<file path="config.mk">
export PLATFORM = sky130hd
export DESIGN_NAME = psk_tx_framer_flat
export DESIGN_NICKNAME = d
export VERILOG_FILES = /design/src/rtl/psk_tx_pkg.sv /design/src/rtl/psk_tx_framer_if.sv /design/src/rtl/psk_tx_mapper.sv /design/src/rtl/psk_tx_framer.sv /design/src/flat_wrapper.sv
export SDC_FILE = /design/constraint.sdc
export NUM_CORES = 1
export LEC_CHECK = 0
export ABC_CLOCK_PERIOD_IN_PS = 3470
export CAP_MARGIN = 20
export CORE_MARGIN = 1
export CORE_UTILIZATION = 55
export DETAILED_ROUTE_END_ITERATION = 7
export GPL_TIMING_DRIVEN = 0
export MAX_ROUTING_LAYER = met4
export PLACE_DENSITY = 0.84
export RECOVER_POWER = 50
export SLEW_MARGIN = 10
export SYNTH_ARGS = -nofsm -noshare
export SYNTH_HDL_FRONTEND = slang
export SYNTH_SLANG_ARGS = --single-unit
</file>
<file path="constraint.sdc">
create_clock -name clk_16M384 -period 3.47 [get_ports clk_16M384]
set_input_delay 1.041 -clock clk_16M384 [delete_from_list [all_inputs] [get_ports clk_16M384]]
set_output_delay 1.041 -clock clk_16M384 [all_outputs]
set_load 0.01 [all_outputs]
</file>
<file path="src/rtl/psk_tx_pkg.sv">
// Shared types and constants for the PSK transmit framer: FSM states,
// fixed frame fill bytes and the bit-to-amplitude mapping.
package psk_tx_pkg;

    typedef enum logic [2:0] {
        IDLE,
        PREAMBLE,
        SYNC,
        PAYLOAD,
        TAIL
    } tx_state_e;

    localparam logic [7:0] PREAMBLE_BYTE = 8'h55;
    localparam logic [7:0] TAIL_BYTE     = 8'h00;

    // Bit 0 -> +amp, bit 1 -> -amp.
    function automatic logic signed [11:0] bit_to_amp(input logic b,
                                                      input logic signed [11:0] amp);
        return b ? -amp : amp;
    endfunction

endpackage

</file>
<file path="src/rtl/psk_tx_framer_if.sv">
// Byte-stream payload interface feeding the PSK transmit framer.
// A byte transfers on a clock edge where s_tvalid and s_tready are both high;
// the master holds s_tdata/s_tlast stable while s_tvalid is high and unaccepted.
interface psk_tx_framer_if;

    logic [7:0] s_tdata;
    logic       s_tvalid;
    logic       s_tready;
    logic       s_tlast;

    modport master (output s_tdata, output s_tvalid, output s_tlast, input s_tready);
    modport slave  (input s_tdata, input s_tvalid, input s_tlast, output s_tready);

endinterface

</file>
<file path="src/rtl/psk_tx_mapper.sv">
// Symbol mapper: turns one or two bits into registered I/Q samples.
// Build option TX_DIFF_ENC_EN enables per-rail differential encoding.
module psk_tx_mapper
    import psk_tx_pkg::*;
#(
    parameter logic signed [11:0] AMP = 12'sd1024
) (
    input  logic                clk,
    input  logic                rst,
    input  logic                emit,
    input  logic                clear,
    input  logic                first,
    input  logic                bpsk,
    input  logic                b_i,
    input  logic                b_q,
    output logic signed [11:0]  dac_i,
    output logic signed [11:0]  dac_q
);

    logic e_i;
    logic e_q;

`ifdef TX_DIFF_ENC_EN
    logic prev_i;
    logic prev_q;

    // The first symbol of a frame encodes against e[-1] = 0.
    assign e_i = b_i ^ (prev_i & ~first);
    assign e_q = b_q ^ (prev_q & ~first);

    always_ff @(posedge clk) begin
        if (rst || clear) begin
            prev_i <= 1'b0;
            prev_q <= 1'b0;
        end else if (emit) begin
            prev_i <= e_i;
            prev_q <= e_q;
        end
    end
`else
    logic unused_first;

    assign e_i          = b_i;
    assign e_q          = b_q;
    assign unused_first = first;
`endif

    always_ff @(posedge clk) begin
        if (rst || clear) begin
            dac_i <= '0;
            dac_q <= '0;
        end else if (emit) begin
            dac_i <= bit_to_amp(e_i, AMP);
            dac_q <= bpsk ? 12'sd0 : bit_to_amp(e_q, AMP);
        end
    end

endmodule

</file>
<file path="src/rtl/psk_tx_framer.sv">
// PSK transmit framer: preamble, sync word, payload, tail mapped to BPSK/QPSK
// samples held for SPS clocks. Differential encoding via TX_DIFF_ENC_EN.
module psk_tx_framer
    import psk_tx_pkg::*;
#(
    parameter int                 SPS          = 16,
    parameter int                 PREAMBLE_LEN = 4,
    parameter logic [15:0]        SYNC_WORD    = 16'hD391,
    parameter int                 TAIL_LEN     = 2,
    parameter logic signed [11:0] AMP          = 12'sd1024
) (
    input  logic               clk_16M384,
    input  logic               rst_16M384,
    input  logic               is_bpsk,
    psk_tx_framer_if.slave     s_axis,
    output logic signed [11:0] DAC_I,
    output logic signed [11:0] DAC_Q,
    output logic               sym_strobe,
    output logic               tx_busy,
    output logic               frame_start,
    output logic               underrun,
    output tx_state_e          dbg_state
);

    localparam int         CW        = $clog2(SPS);
    localparam logic [7:0] LAST_PRE  = 8'(PREAMBLE_LEN - 1);
    localparam logic [7:0] LAST_TAIL = 8'(TAIL_LEN - 1);

    tx_state_e   state, state_n;
    logic [CW-1:0] sym_cnt;
    logic [15:0] shreg, shreg_n, unit, sel;
    logic [4:0]  bit_pos, bit_pos_n, bps, unit_len;
    logic [7:0]  byte_cnt, byte_cnt_n, hold, hold_n;
    logic        cur_last, cur_last_n, hold_last, hold_last_n;
    logic        hold_full, hold_full_n, last_acc, last_acc_n, mode, mode_n;
    logic        boundary, unit_done, tready, accept, sel_bpsk, load_unit;
    logic        emit, clear, strobe_n, frame_start_n, underrun_n;

    assign boundary  = (sym_cnt == CW'(SPS - 1));
    assign tready    = ~hold_full & ~last_acc &
                       (state == PREAMBLE || state == SYNC || state == PAYLOAD);
    assign accept    = s_axis.s_tvalid & tready;
    assign sel_bpsk  = (state == IDLE) ? is_bpsk : mode;
    assign bps       = sel_bpsk ? 5'd1 : 5'd2;
    assign unit_len  = (state == SYNC) ? 5'd16 : 5'd8;
    assign unit_done = (bit_pos == unit_len);

    assign s_axis.s_tready = tready;
    assign tx_busy         = (state != IDLE);
    assign dbg_state       = state;

    always_comb begin
        state_n       = state;
        shreg_n       = shreg;
        bit_pos_n     = bit_pos;
        byte_cnt_n    = byte_cnt;
        cur_last_n    = cur_last;
        hold_n        = hold;
        hold_last_n   = hold_last;
        hold_full_n   = hold_full;
        last_acc_n    = last_acc;
        mode_n        = mode;
        unit          = '0;
        sel           = shreg;
        load_unit     = 1'b0;
        emit          = 1'b0;
        clear         = 1'b0;
        strobe_n      = 1'b0;
        frame_start_n = 1'b0;
        underrun_n    = 1'b0;

        if (accept) begin
            hold_n      = s_axis.s_tdata;
            hold_last_n = s_axis.s_tlast;
            hold_full_n = 1'b1;
            if (s_axis.s_tlast) last_acc_n = 1'b1;
        end

        if (boundary) begin
            unique case (state)
                IDLE: if (s_axis.s_tvalid) begin
                    state_n       = PREAMBLE;
                    mode_n        = is_bpsk;
                    frame_start_n = 1'b1;
                    byte_cnt_n    = '0;
                    cur_last_n    = 1'b0;
                    load_unit     = 1'b1;
                    unit          = {PREAMBLE_BYTE, 8'h00};
                end
                PREAMBLE: if (unit_done) begin
                    load_unit = 1'b1;
                    if (byte_cnt == LAST_PRE) begin
                        state_n = SYNC;
                        unit    = SYNC_WORD;
                    end else begin
                        byte_cnt_n = byte_cnt + 8'd1;
                        unit       = {PREAMBLE_BYTE, 8'h00};
                    end
                end
                SYNC, PAYLOAD: if (unit_done) begin
                    load_unit = 1'b1;
                    if (state == PAYLOAD && cur_last) begin
                        state_n    = TAIL;
                        byte_cnt_n = '0;
                        unit       = {TAIL_BYTE, 8'h00};
                    end else if (hold_full) begin
                        state_n     = PAYLOAD;
                        unit        = {hold, 8'h00};
                        cur_last_n  = hold_last;
                        hold_full_n = 1'b0;
                    end else if (accept) begin
                        // Byte arriving exactly when its load is due bypasses the holding register.
                        state_n     = PAYLOAD;
                        unit        = {s_axis.s_tdata, 8'h00};
                        cur_last_n  = s_axis.s_tlast;
                        hold_full_n = 1'b0;
                    end else begin
                        state_n    = TAIL;
                        underrun_n = 1'b1;
                        byte_cnt_n = '0;
                        unit       = {TAIL_BYTE, 8'h00};
                    end
                end
                TAIL: if (unit_done) begin
                    if (byte_cnt == LAST_TAIL) begin
                        state_n = IDLE;
                    end else begin
                        load_unit  = 1'b1;
                        byte_cnt_n = byte_cnt + 8'd1;
                        unit       = {TAIL_BYTE, 8'h00};
                    end
                end
                default: state_n = IDLE;
            endcase

            if (state_n == IDLE) begin
                clear       = 1'b1;
                last_acc_n  = 1'b0;
                hold_full_n = 1'b0;
            end else begin
                emit      = 1'b1;
                strobe_n  = 1'b1;
                sel       = load_unit ? unit : shreg;
                shreg_n   = sel << bps;
                bit_pos_n = load_unit ? bps : bit_pos + bps;
            end
        end
    end

    always_ff @(posedge clk_16M384) begin
        if (rst_16M384) begin
            state       <= IDLE;
            sym_cnt     <= '0;
            shreg       <= '0;
            bit_pos     <= '0;
            byte_cnt    <= '0;
            cur_last    <= 1'b0;
            hold        <= '0;
            hold_last   <= 1'b0;
            hold_full   <= 1'b0;
            last_acc    <= 1'b0;
            mode        <= 1'b0;
            sym_strobe  <= 1'b0;
            frame_start <= 1'b0;
            underrun    <= 1'b0;
        end else begin
            state       <= state_n;
            sym_cnt     <= boundary ? '0 : sym_cnt + 1'b1;
            shreg       <= shreg_n;
            bit_pos     <= bit_pos_n;
            byte_cnt    <= byte_cnt_n;
            cur_last    <= cur_last_n;
            hold        <= hold_n;
            hold_last   <= hold_last_n;
            hold_full   <= hold_full_n;
            last_acc    <= last_acc_n;
            mode        <= mode_n;
            sym_strobe  <= strobe_n;
            frame_start <= frame_start_n;
            underrun    <= underrun_n;
        end
    end

    psk_tx_mapper #(.AMP(AMP)) u_mapper (
        .clk   (clk_16M384),
        .rst   (rst_16M384),
        .emit  (emit),
        .clear (clear),
        .first (frame_start_n),
        .bpsk  (sel_bpsk),
        .b_i   (sel[15]),
        .b_q   (sel[14]),
        .dac_i (DAC_I),
        .dac_q (DAC_Q)
    );

endmodule
</file>
<file path="src/flat_wrapper.sv">
// flat-port wrapper written by rule: the top's interface ports become plain ports
module psk_tx_framer_flat import psk_tx_pkg::*;
#(
    parameter int                 SPS          = 16,
    parameter int                 PREAMBLE_LEN = 4,
    parameter logic [15:0]        SYNC_WORD    = 16'hD391,
    parameter int                 TAIL_LEN     = 2,
    parameter logic signed [11:0] AMP          = 12'sd1024
)
  (clk_16M384, rst_16M384, is_bpsk, DAC_I, DAC_Q, sym_strobe, tx_busy, frame_start, underrun, dbg_state, s_axis_s_tdata, s_axis_s_tvalid, s_axis_s_tlast, s_axis_s_tready);
  psk_tx_framer_if s_axis_i ();
  input  logic clk_16M384;
  input  logic rst_16M384;
  input  logic is_bpsk;
  output logic signed [11:0] DAC_I;
  output logic signed [11:0] DAC_Q;
  output logic sym_strobe;
  output logic tx_busy;
  output logic frame_start;
  output logic underrun;
  output tx_state_e dbg_state;
  input wire logic [$bits(s_axis_i.s_tdata)-1:0] s_axis_s_tdata;
  input wire logic [$bits(s_axis_i.s_tvalid)-1:0] s_axis_s_tvalid;
  input wire logic [$bits(s_axis_i.s_tlast)-1:0] s_axis_s_tlast;
  output wire logic [$bits(s_axis_i.s_tready)-1:0] s_axis_s_tready;
  assign s_axis_i.s_tdata = s_axis_s_tdata;
  assign s_axis_i.s_tvalid = s_axis_s_tvalid;
  assign s_axis_i.s_tlast = s_axis_s_tlast;
  assign s_axis_s_tready = s_axis_i.s_tready;
  psk_tx_framer #(.SPS(SPS), .PREAMBLE_LEN(PREAMBLE_LEN), .SYNC_WORD(SYNC_WORD), .TAIL_LEN(TAIL_LEN), .AMP(AMP)) u_core (.clk_16M384(clk_16M384), .rst_16M384(rst_16M384), .is_bpsk(is_bpsk), .s_axis(s_axis_i), .DAC_I(DAC_I), .DAC_Q(DAC_Q), .sym_strobe(sym_strobe), .tx_busy(tx_busy), .frame_start(frame_start), .underrun(underrun), .dbg_state(dbg_state));
endmodule
</file>
# Word-level counts from Yosys, hierarchy flattened

Cells that the tools add are included.

Input bits: 13
Flip-flop bits (word level): 76
Word-level logic and storage cells: 135

Equality and inequality tests: 18
Mux-type cells: 69
$add $sub $neg: 3
Bitwise logic cells: 10
Shifts and indexed selects: 1
Reduce and logical (&&, ||, !) cells: 18

Operators with widths:

| kind                                                   | count |
|---|---|
| two-way mux 16 bit                                     | 10 |
| two-way mux 8 bit                                      | 9 |
| case mux 16 bit (3 select lines)                       | 1 |
| two-way mux 12 bit                                     | 3 |
| case mux 8 bit (4 select lines)                        | 1 |
| two-way mux 3 bit                                      | 10 |
| two-way mux 1 bit                                      | 28 |
| << shifter 16 x 5 -> 16 bit                            | 1 |
| two-way mux 15 bit                                     | 1 |
| case mux 3 bit (4 select lines)                        | 1 |
| two-way mux 5 bit                                      | 2 |
| AND reduction 10 bit                                   | 1 |
| adder 8 x 1 -> 8 bit (second input constant)           | 1 |
| == test 8 x 1 -> 1 bit (second input constant)         | 1 |
| == test 8 x 2 -> 1 bit (second input constant)         | 1 |
| inequality test 2 bit (second input constant)          | 4 |
| inverter 1 bit                                         | 7 |
| == test 3 x 2 -> 1 bit (second input constant)         | 2 |
| zero test 3 bit                                        | 2 |
| inequality test 2 x 1 -> 1 bit (second input constant) | 3 |
| inequality test 3 bit (second input constant)          | 2 |
| AND reduction 6 bit                                    | 1 |
| OR reduction 3 bit                                     | 2 |
| OR reduction 6 bit                                     | 1 |
| other kinds (19)                                       | 24 |

# Logic depth before layout (Yosys ltp)

Gate-level depths: netlist of the first run.

Depth in word-level cells: 16
Depth in mapped cells: 11
Gate-level depth less buffers: 8

# Hierarchy

From an unflattened synthesis of the first run, not the netlist that was laid out.

Cells, all modules: 387
Area, all modules: 3109.2 um^2

By module, submodules not included:

| module        | area an instance (um^2) | instances | cells each |
|---|---|---|---|
| psk_tx_framer | 2806.4                  | 1         | 353 |
| psk_tx_mapper | 302.8                   | 1         | 34 |

# Worst setup path before layout of the first run

No wires, ideal clock.

Path kind: input -> register
From: input is_bpsk
To: register u_core.bit_pos[2]
Required time: 3.411 ns
Library setup time: 0.059 ns
Stages: 7
Data arrival time: 2.592 ns
Slack: 0.819 ns
Cell sequence: mux2_2 inv_1 buf_1 fa_1 inv_1 or4_1 nand2_1

Longest elaborated chain between the ends: 4

RTL lines:

| what                 | RTL line             | source |
|---|---|---|
| start, declared      | flat_wrapper.sv:14   | `input logic is_bpsk;` |
| two-way mux 1 bit    | psk_tx_framer.sv:43  | `assign sel_bpsk = (state == IDLE) ? is_bpsk : mode;` |
| two-way mux 2 bit    | psk_tx_framer.sv:44  | `assign bps = sel_bpsk ? 5'd1 : 5'd2;` |
| net u_core.bps[1]    | psk_tx_framer.sv:32  | `logic [4:0] bit_pos, bit_pos_n, bps, unit_len;` |
| adder 5 bit          | psk_tx_framer.sv:145 | `bit_pos_n = load_unit ? bps : bit_pos + bps;` |
| two-way mux 5 bit    | psk_tx_framer.sv:145 |  |
| end signal, assigned | psk_tx_framer.sv:170 | `bit_pos <= bit_pos_n;` |
| end, declared        | psk_tx_framer.sv:32  |  |

The timed path passes the listed nets, and every way through them passes these cells.
A chain may end at the register's enable or synchronous reset.

# Final worst setup path of the first run

From: input s_axis_s_tvalid
To: register u_core.shreg[14]

Longest elaborated chain between the ends: 10
Elaborated cells on any way between the ends: 23
Classes of those cells: shift: 1; mux: 18; bitwise: 2; reduce/logical: 2

RTL lines:

| what                                                        | RTL line             | source |
|---|---|---|
| start, declared                                             | flat_wrapper.sv:23   | `input wire logic [$bits(s_axis_i.s_tvalid)-1:0] s_axis_s_tvalid;` |
| branches (longest 10 deep; another with two-way mux 16 bit) | n/a                  |  |
| end signal, assigned                                        | psk_tx_framer.sv:169 | `shreg <= shreg_n;` |
| end, declared                                               | psk_tx_framer.sv:31  | `logic [15:0] shreg, shreg_n, unit, sel;` |

Several ways; the timed one is not identified. The select of a mux whose other input is x is not followed.

==> impl_metrics.csv, run 1 <==
group,metric,value,unit
placement,detailed_place_hpwl,5.79,mm
placement,gp_congestion,0.940,
critical_path,cp_max_fo,10,
synthesis,postSynthCellCount,398,
cells_and_area,fin_util,65.9,%
clock_tree,cts_repair_resize_count,0,
timing,rsz0062_at_grt,"no",
timing,fin_crit_sh,92.2,%
clock_tree,htreeDepth,2,
hold_path,min-delay-start,"u_core.shreg[4]",
critical_path,criticalPathCategory,"input pin to register",
flow_run,maxCapViolations,0,
global_routing,busiest_layer,"met2",
synthesis,syn_avg_cell_area,7.93,µm²
synthesis,synth_seq_cells,56,
cells_and_area,diodes,0,
synthesis,synth_edf_count,0,
hold_path,hold_path_class,"register to register",
timing,hold_viol,0,
global_routing,met1_usage,33.7,%
synthesis,ys_types,59,
cells_and_area,drive_gt1_share,11.6,%
drt,first_pass_iters,5,
timing,fmax,0.313,GHz
placement,place_ws,-0.0237,ns
clock_tree,post_cts_buffers,0,
global_routing,grt.met3_usage,5.53,%
power_and_ir_drop,power.leakage,1.40,nW
timing,post-route-min-period,3.20,ns
clock_tree,cts_tree,"done",
timing,maxSlewViolCount,0,
clock_tree,clockBufferDepth,2,
power_and_ir_drop,report.power.total,1.11,mW
global_routing,grt_max_degree,18,
synthesis,ys.warnings.count,0,
critical_path,crit_arrival,3.46,ns
cells_and_area,nets,467,
timing,finalClockSkew,0.0107,ns
clock_tree,clock-sinks,56,
power_and_ir_drop,power.density,306,mW/mm²
placement,io_buffers,24,
clock_tree,clkTransAtPathRegs,0.10,ns
die,dieArea,0.00605,mm²
synthesis,yosysSeqAreaShare,35.5,%
timing,finalSetupViolations,0,
clock_tree,clock_latency,0.32,ns
die,initial_utilization,57.4,%
critical_path,cp-end-kind,"register",
timing,slew_headroom,51.5,%
critical_path,cp-startpoint,"s_axis_s_tvalid",
timing,setup_slack,0.271,ns
critical_path,worstReg2RegStart,"u_core.dbg_state[0]",
cells_and_area,final_common_cell,"dfxtp_1",
global_routing,grt_use_met2,46.2,%
global_routing,grt_pass1_vias,2659,
synthesis,synth_area,0.00316,mm²
critical_path,critPathRequiredTime,3.73,ns
drt,drtIter0Drc,286,
global_routing,grt_pass1_wl,12.7,mm
clock_tree,cts_made_buffers,5,
cells_and_area,area_growth,14.9,%
drt,vias,3033,
timing,hold_ws,0.464,ns
die,die_height,77.8,µm
drt,avgRoutedWirePerCell,15.2,µm
drt,ant_nets,0,
global_routing,grt_remaining_overflow,0,
cells_and_area,final_cell_mix,"56 x dfxtp_1, 53 x nand2_1, 38 x nor2_1, 37 x a21oi_1, 22 x buf_4",
power_and_ir_drop,vdd_drop_max,258,µV
timing,tns,0,ns
die,die_w,77.8,µm
drt,wl,7.93,mm
drt,viasPerCell,5.82,
synthesis,synth-async-reset-ratio,0,%
synthesis,ys.flop_type,"dfxtp_1",
critical_path,cp-start-kind,"input pin",
die,io_pins,45,
clock_tree,hold_buffers,0,
drt,drc_errors,0,
run_status,status,"completed",
clock_tree,cts_root_buf,"clkbuf_8",
die,rows,27,
timing,worst_slew_pin_slew,0.721,ns
global_routing,grt_usage,27.6,%
die,core,0.00551,mm²
global_routing,antenna_found_initial,0,
[layer usage]
layer | vias up | routed length, µm
li1 | 1484 | -
met1 | 1397 | 3410
met2 | 136 | 3810
met3 | 16 | 546
met4 | 0 | 157
met5 | - | 0
[logic make-up (layout without fill, tap and decap cells)]
logic type / count (synthesis) / in the layout / synth area share (%)
other cells: 1 / 20 / 0.119
mux: 5 / 5 / 1.78
fa+ha+maj: 6 / 6 / 2.61
compound gates: 109 / 109 / 22.4
xor+xnor: 9 / 9 / 2.50
flops: 56 / 56 / 35.5
simple gates: 161 / 161 / 25.4
buf+inv: 51 / 83 / 9.67
[per-stage QoR]
stage,cells,area (µm²)
after floorplan,417,3230
after global placement,513,3560
after detailed placement,513,3560
after CTS,521,3650
after global routing,521,3630
final,521,3630
[cell usage after synthesis, drive strengths merged (3+ instances only)]
cell type,instances,area (µm²)
buf,34,241
mux2i,3,33.8
a22oi,6,45.0
a21o,5,37.5
dfxtp,56,1120
o211ai,3,27.5
a31o,3,26.3
xnor2,4,35.0
ha,5,62.6
or3,6,37.5
nor3,11,65.1
nand2b,4,32.5
inv,8,30.0
nor2,38,143
a211oi,6,45.0
nand3,19,105
a311oi,6,52.6
clkbuf,9,33.8
o21ai,21,105
and3,10,62.6
and2,4,25.0
a21oi,37,185
nor4,3,31.3
nand4,4,25.0
xor2,5,43.8
a2bb2oi,3,32.5
a31oi,6,37.5
nand2,53,199
[worst paths after layout]
| path | to | slack, ns | cells past startpoint |
|---|---|---|---|
| worst max-delay path | u_core.shreg[14] | 0.27 | 8 |
| worst min register to register | u_core.shreg[4] | 0.46 | 2 |
| worst max register to register | u_core.bit_pos[2] | 0.40 | 10 |
| worst min-delay path | u_core.shreg[4] | 0.46 | 2 |
[where the power goes]
part           switching [mW]  leakage [nW]  internal, mW
clock                   0.221        0.0414         0.144
combinational          0.0558         0.907        0.0416
sequential            0.00291         0.451         0.645
total                   0.280          1.40         0.831
[registers in the layout, indices dropped and copies added (netlist names)]
signal and flops:
u_core.dbg_state 3, u_core.cur_last 1, u_core.last_acc 1, u_core.shreg 16, u_core.mode 1, u_core.byte_cnt 8
u_core.hold 8, u_core.underrun 1, u_core.hold_full 1, u_core.bit_pos 5, u_core.sym_strobe 1, u_core.u_mapper.dac_i 2
u_core.hold_last 1, u_core.frame_start 1, u_core.sym_cnt 4, u_core.u_mapper.dac_q 2
[worst max-delay path: stages]
cell,delay (ns)
clkdlybuf4s50_1,0.56
nand2b_2,0.10
nor3_1,0.45
a21oi_1,0.18
a31oi_1,0.50
buf_2,0.33
o221ai_1,0.14
a21oi_1,0.15
[final cells by class]
type / instances / area (µm²)
Fill cell: 494 / 1880
Multi-Input combinational cell: 310 / 1780
Sequential cell: 56 / 1120
Buffer: 43 / 275
Timing Repair Buffer: 24 / 240
Tap cell: 72 / 90.1
Clock buffer: 6 / 72.6
Inverter: 8 / 30.0
Clock inverter: 2 / 16.3
(Power assumes the default switching activity.)
==> inputs of run 2 (changes only) <==
--- a/config.mk
+++ b/config.mk
@@ -8,13 +8,14 @@
 export ABC_CLOCK_PERIOD_IN_PS = 3470
 export CAP_MARGIN = 20
 export CORE_MARGIN = 1
-export CORE_UTILIZATION = 55
+export CORE_UTILIZATION = 30
 export DETAILED_ROUTE_END_ITERATION = 7
+export DONT_BUFFER_PORTS = 1
 export GPL_TIMING_DRIVEN = 0
 export MAX_ROUTING_LAYER = met4
-export PLACE_DENSITY = 0.84
+export PLACE_DENSITY = 0.48
 export RECOVER_POWER = 50
-export SLEW_MARGIN = 10
+export SLEW_MARGIN = 20
 export SYNTH_ARGS = -nofsm -noshare
 export SYNTH_HDL_FRONTEND = slang
 export SYNTH_SLANG_ARGS = --single-unit
==> run 2 against run 1 <==
Net effect: via count is 6.6% lower; core utilization is 32 points lower; non-clock buffer count is 24 lower; sequential share of layout area is 1.3 points higher; final cell count is 7.7% higher; largest power group unchanged; final area is 4.2% lower.
==> impl_metrics.csv, run 2 (synthesis gave the netlist of run 1 again) <==
group,metric,value,unit
placement,io_buffers,0,
global_routing,grt_pass1_vias,2725,
placement,detailed_place_hpwl,6.29,mm
cells_and_area,nets,443,
drt,wl,8.50,mm
timing,tns,0,ns
cells_and_area,area_growth,10.1,%
clock_tree,post_cts_buffers,0,
critical_path,r2r-end,"u_core.bit_pos[2]",
clock_tree,cts_tree,"done",
global_routing,grt_remaining_overflow,0,
timing,fmax,0.322,GHz
die,io_pins,45,
timing,maxSlewViolCount,0,
cells_and_area,diodes,0,
clock_tree,clkTransAtPathRegs,0.12,ns
drt,avgRoutedWirePerCell,15.1,µm
timing,finalSetupViolations,0,
cells_and_area,regArea,0.00112,mm²
timing,slew_headroom,25.6,%
timing,worst_slew_pin_slew,1.11,ns
hold_path,min-delay-start,"u_core.shreg[13]",
clock_tree,clockBufferDepth,2,
clock_tree,clock-sinks,56,
hold_path,whs_path_depth,2,
hold_path,hold_path_class,"register to register",
timing,hold_ws,0.455,ns
drt,vias,2833,
clock_tree,cts_root_buf,"clkbuf_8",
placement,placed_area,0.00340,mm²
global_routing,grt_pass1_wl,14.3,mm
placement,gp_congestion,0.868,
timing,rsz0062_at_grt,"no",
critical_path,crit_arrival,3.38,ns
flow_run,maxCapViolations,0,
die,initial_utilization,30.7,%
cells_and_area,final_area,0.00348,mm²
clock_tree,htreeDepth,2,
power_and_ir_drop,vdd_drop_max,144,µV
hold_path,min_delay_worst_endpoint,"u_core.shreg[13]",
critical_path,cp_max_fo,11,
drt,viasPerCell,5.05,
die,core,0.0103,mm²
critical_path,cp-end-kind,"register",
critical_path,cp-start-kind,"register",
die,rows,37,
global_routing,grt_max_degree,18,
global_routing,antenna_found_initial,0,
cells_and_area,largest_reg_flops,16,
critical_path,criticalPathCategory,"register to register",
run_status,status,"completed",
die,die_height,105,µm
power_and_ir_drop,power.density,340,mW/mm²
die,dieArea,0.0109,mm²
timing,fin_crit_sh,89.5,%
cells_and_area,regMostFlops,"u_core.shreg",
timing,post-route-min-period,3.10,ns
critical_path,critPathRequiredTime,3.75,ns
cells_and_area,final_common_cell,"dfxtp_1",
clock_tree,cts_made_buffers,5,
cells_and_area,reg.largest.list,"u_core.shreg x16, u_core.byte_cnt x8, u_core.hold x8",
cells_and_area,drive_gt1_share,11.3,%
global_routing,grt_usage,16.9,%
die,die_w,105,µm
timing,finalClockSkew,0.0172,ns
timing,hold_viol,0,
drt,drc_errors,0,
clock_tree,cts_repair_resize_count,0,
critical_path,worstReg2RegStart,"u_core.dbg_state[2]",
drt,ant_nets,0,
cells_and_area,fillers,1163,
drt,drtIter0Drc,148,
clock_tree,hold_buffers,0,
power_and_ir_drop,power.leakage,1.28,nW
clock_tree,clock_latency,0.32,ns
critical_path,ff2ff_path_depth,9,
critical_path,reg2reg_slack,0.37,ns
cells_and_area,multi_input_area,0.00177,mm²
drt,first_pass_iters,4,
cells_and_area,final_cell_mix,"56 x dfxtp_1, 53 x nand2_1, 38 x nor2_1, 37 x a21oi_1, 22 x buf_4",
-- run 2: cell type report --
class                           count  area share (%)
Tap cell                          136            4.89
Buffer                             43            7.88
Inverter                            8           0.864
Sequential cell                    56            32.2
Clock inverter                      2            1.12
Multi-Input combinational cell    310            50.9
Clock buffer                        6            2.09
-- run 2: worst max path at each step --
stage,start,endpoint,depth (start not counted)
final,u_core.dbg_state[2],u_core.bit_pos[2],9
after global routing,u_core.dbg_state[2],u_core.bit_pos[2],9
after CTS,u_core.dbg_state[0],u_core.bit_pos[2],10
after detailed placement,u_core.dbg_state[0],u_core.bit_pos[2],10
after global placement,s_axis_s_tvalid,u_core.shreg[14],7
after floorplan,is_bpsk,u_core.bit_pos[2],7
-- run 2: report_power, final --
| group | leakage (nW) | switching [mW] | internal, mW | total, mW |
|---|---|---|---|---|
| logic | 0.774 | 0.0523 | 0.0300 | 0.0822 |
| registers | 0.451 | 0.00294 | 0.645 | 0.648 |
| clock network | 0.0558 | 0.233 | 0.219 | 0.452 |
-- run 2: per-stage QoR --
step / util, % / instances / total power, mW / setup slack [ns]
6_report: 33.8 / 561 / 1.18 / 0.366
5_1_grt: 33.8 / 561 / 1.24 / 0.158
4_1_cts: 34.2 / 561 / 1.20 / 0.365
3_5_place_dp: 33.1 / 553 / 0.746 / 0.400
3_3_place_gp: 33.1 / 553 / 0.745 / 0.390
2_1_floorplan: - / 417 / 0.727 / 0.819
-- run 2: worst max-delay path, cell delays in order (launching register included) --
cell and delay [ns]:
dfxtp_1 0.38, clkbuf_1 0.27, nor3_1 0.36, mux2_2 0.40, inv_1 0.19, buf_1 0.50, fa_1 0.32, inv_1 0.06
or4_1 0.49, nand2_1 0.07
-- run 2: routing by layer --
layer / GRT usage, % / share of wire, %
met5: - / 0
met3: 2.93 / 6.2
met2: 25.2 / 44
met1: 23.2 / 49
met4: 5.13 / 1.7
==> inputs of run 3 (changes only) <==
--- a/config.mk
+++ b/config.mk
@@ -19,3 +19,4 @@
 export SYNTH_ARGS = -nofsm -noshare
 export SYNTH_HDL_FRONTEND = slang
 export SYNTH_SLANG_ARGS = --single-unit
+export TNS_END_PERCENT = 1
==> results of run 3 <==
Same layout as run 2: the final DEF is identical, and so are final timing and power.
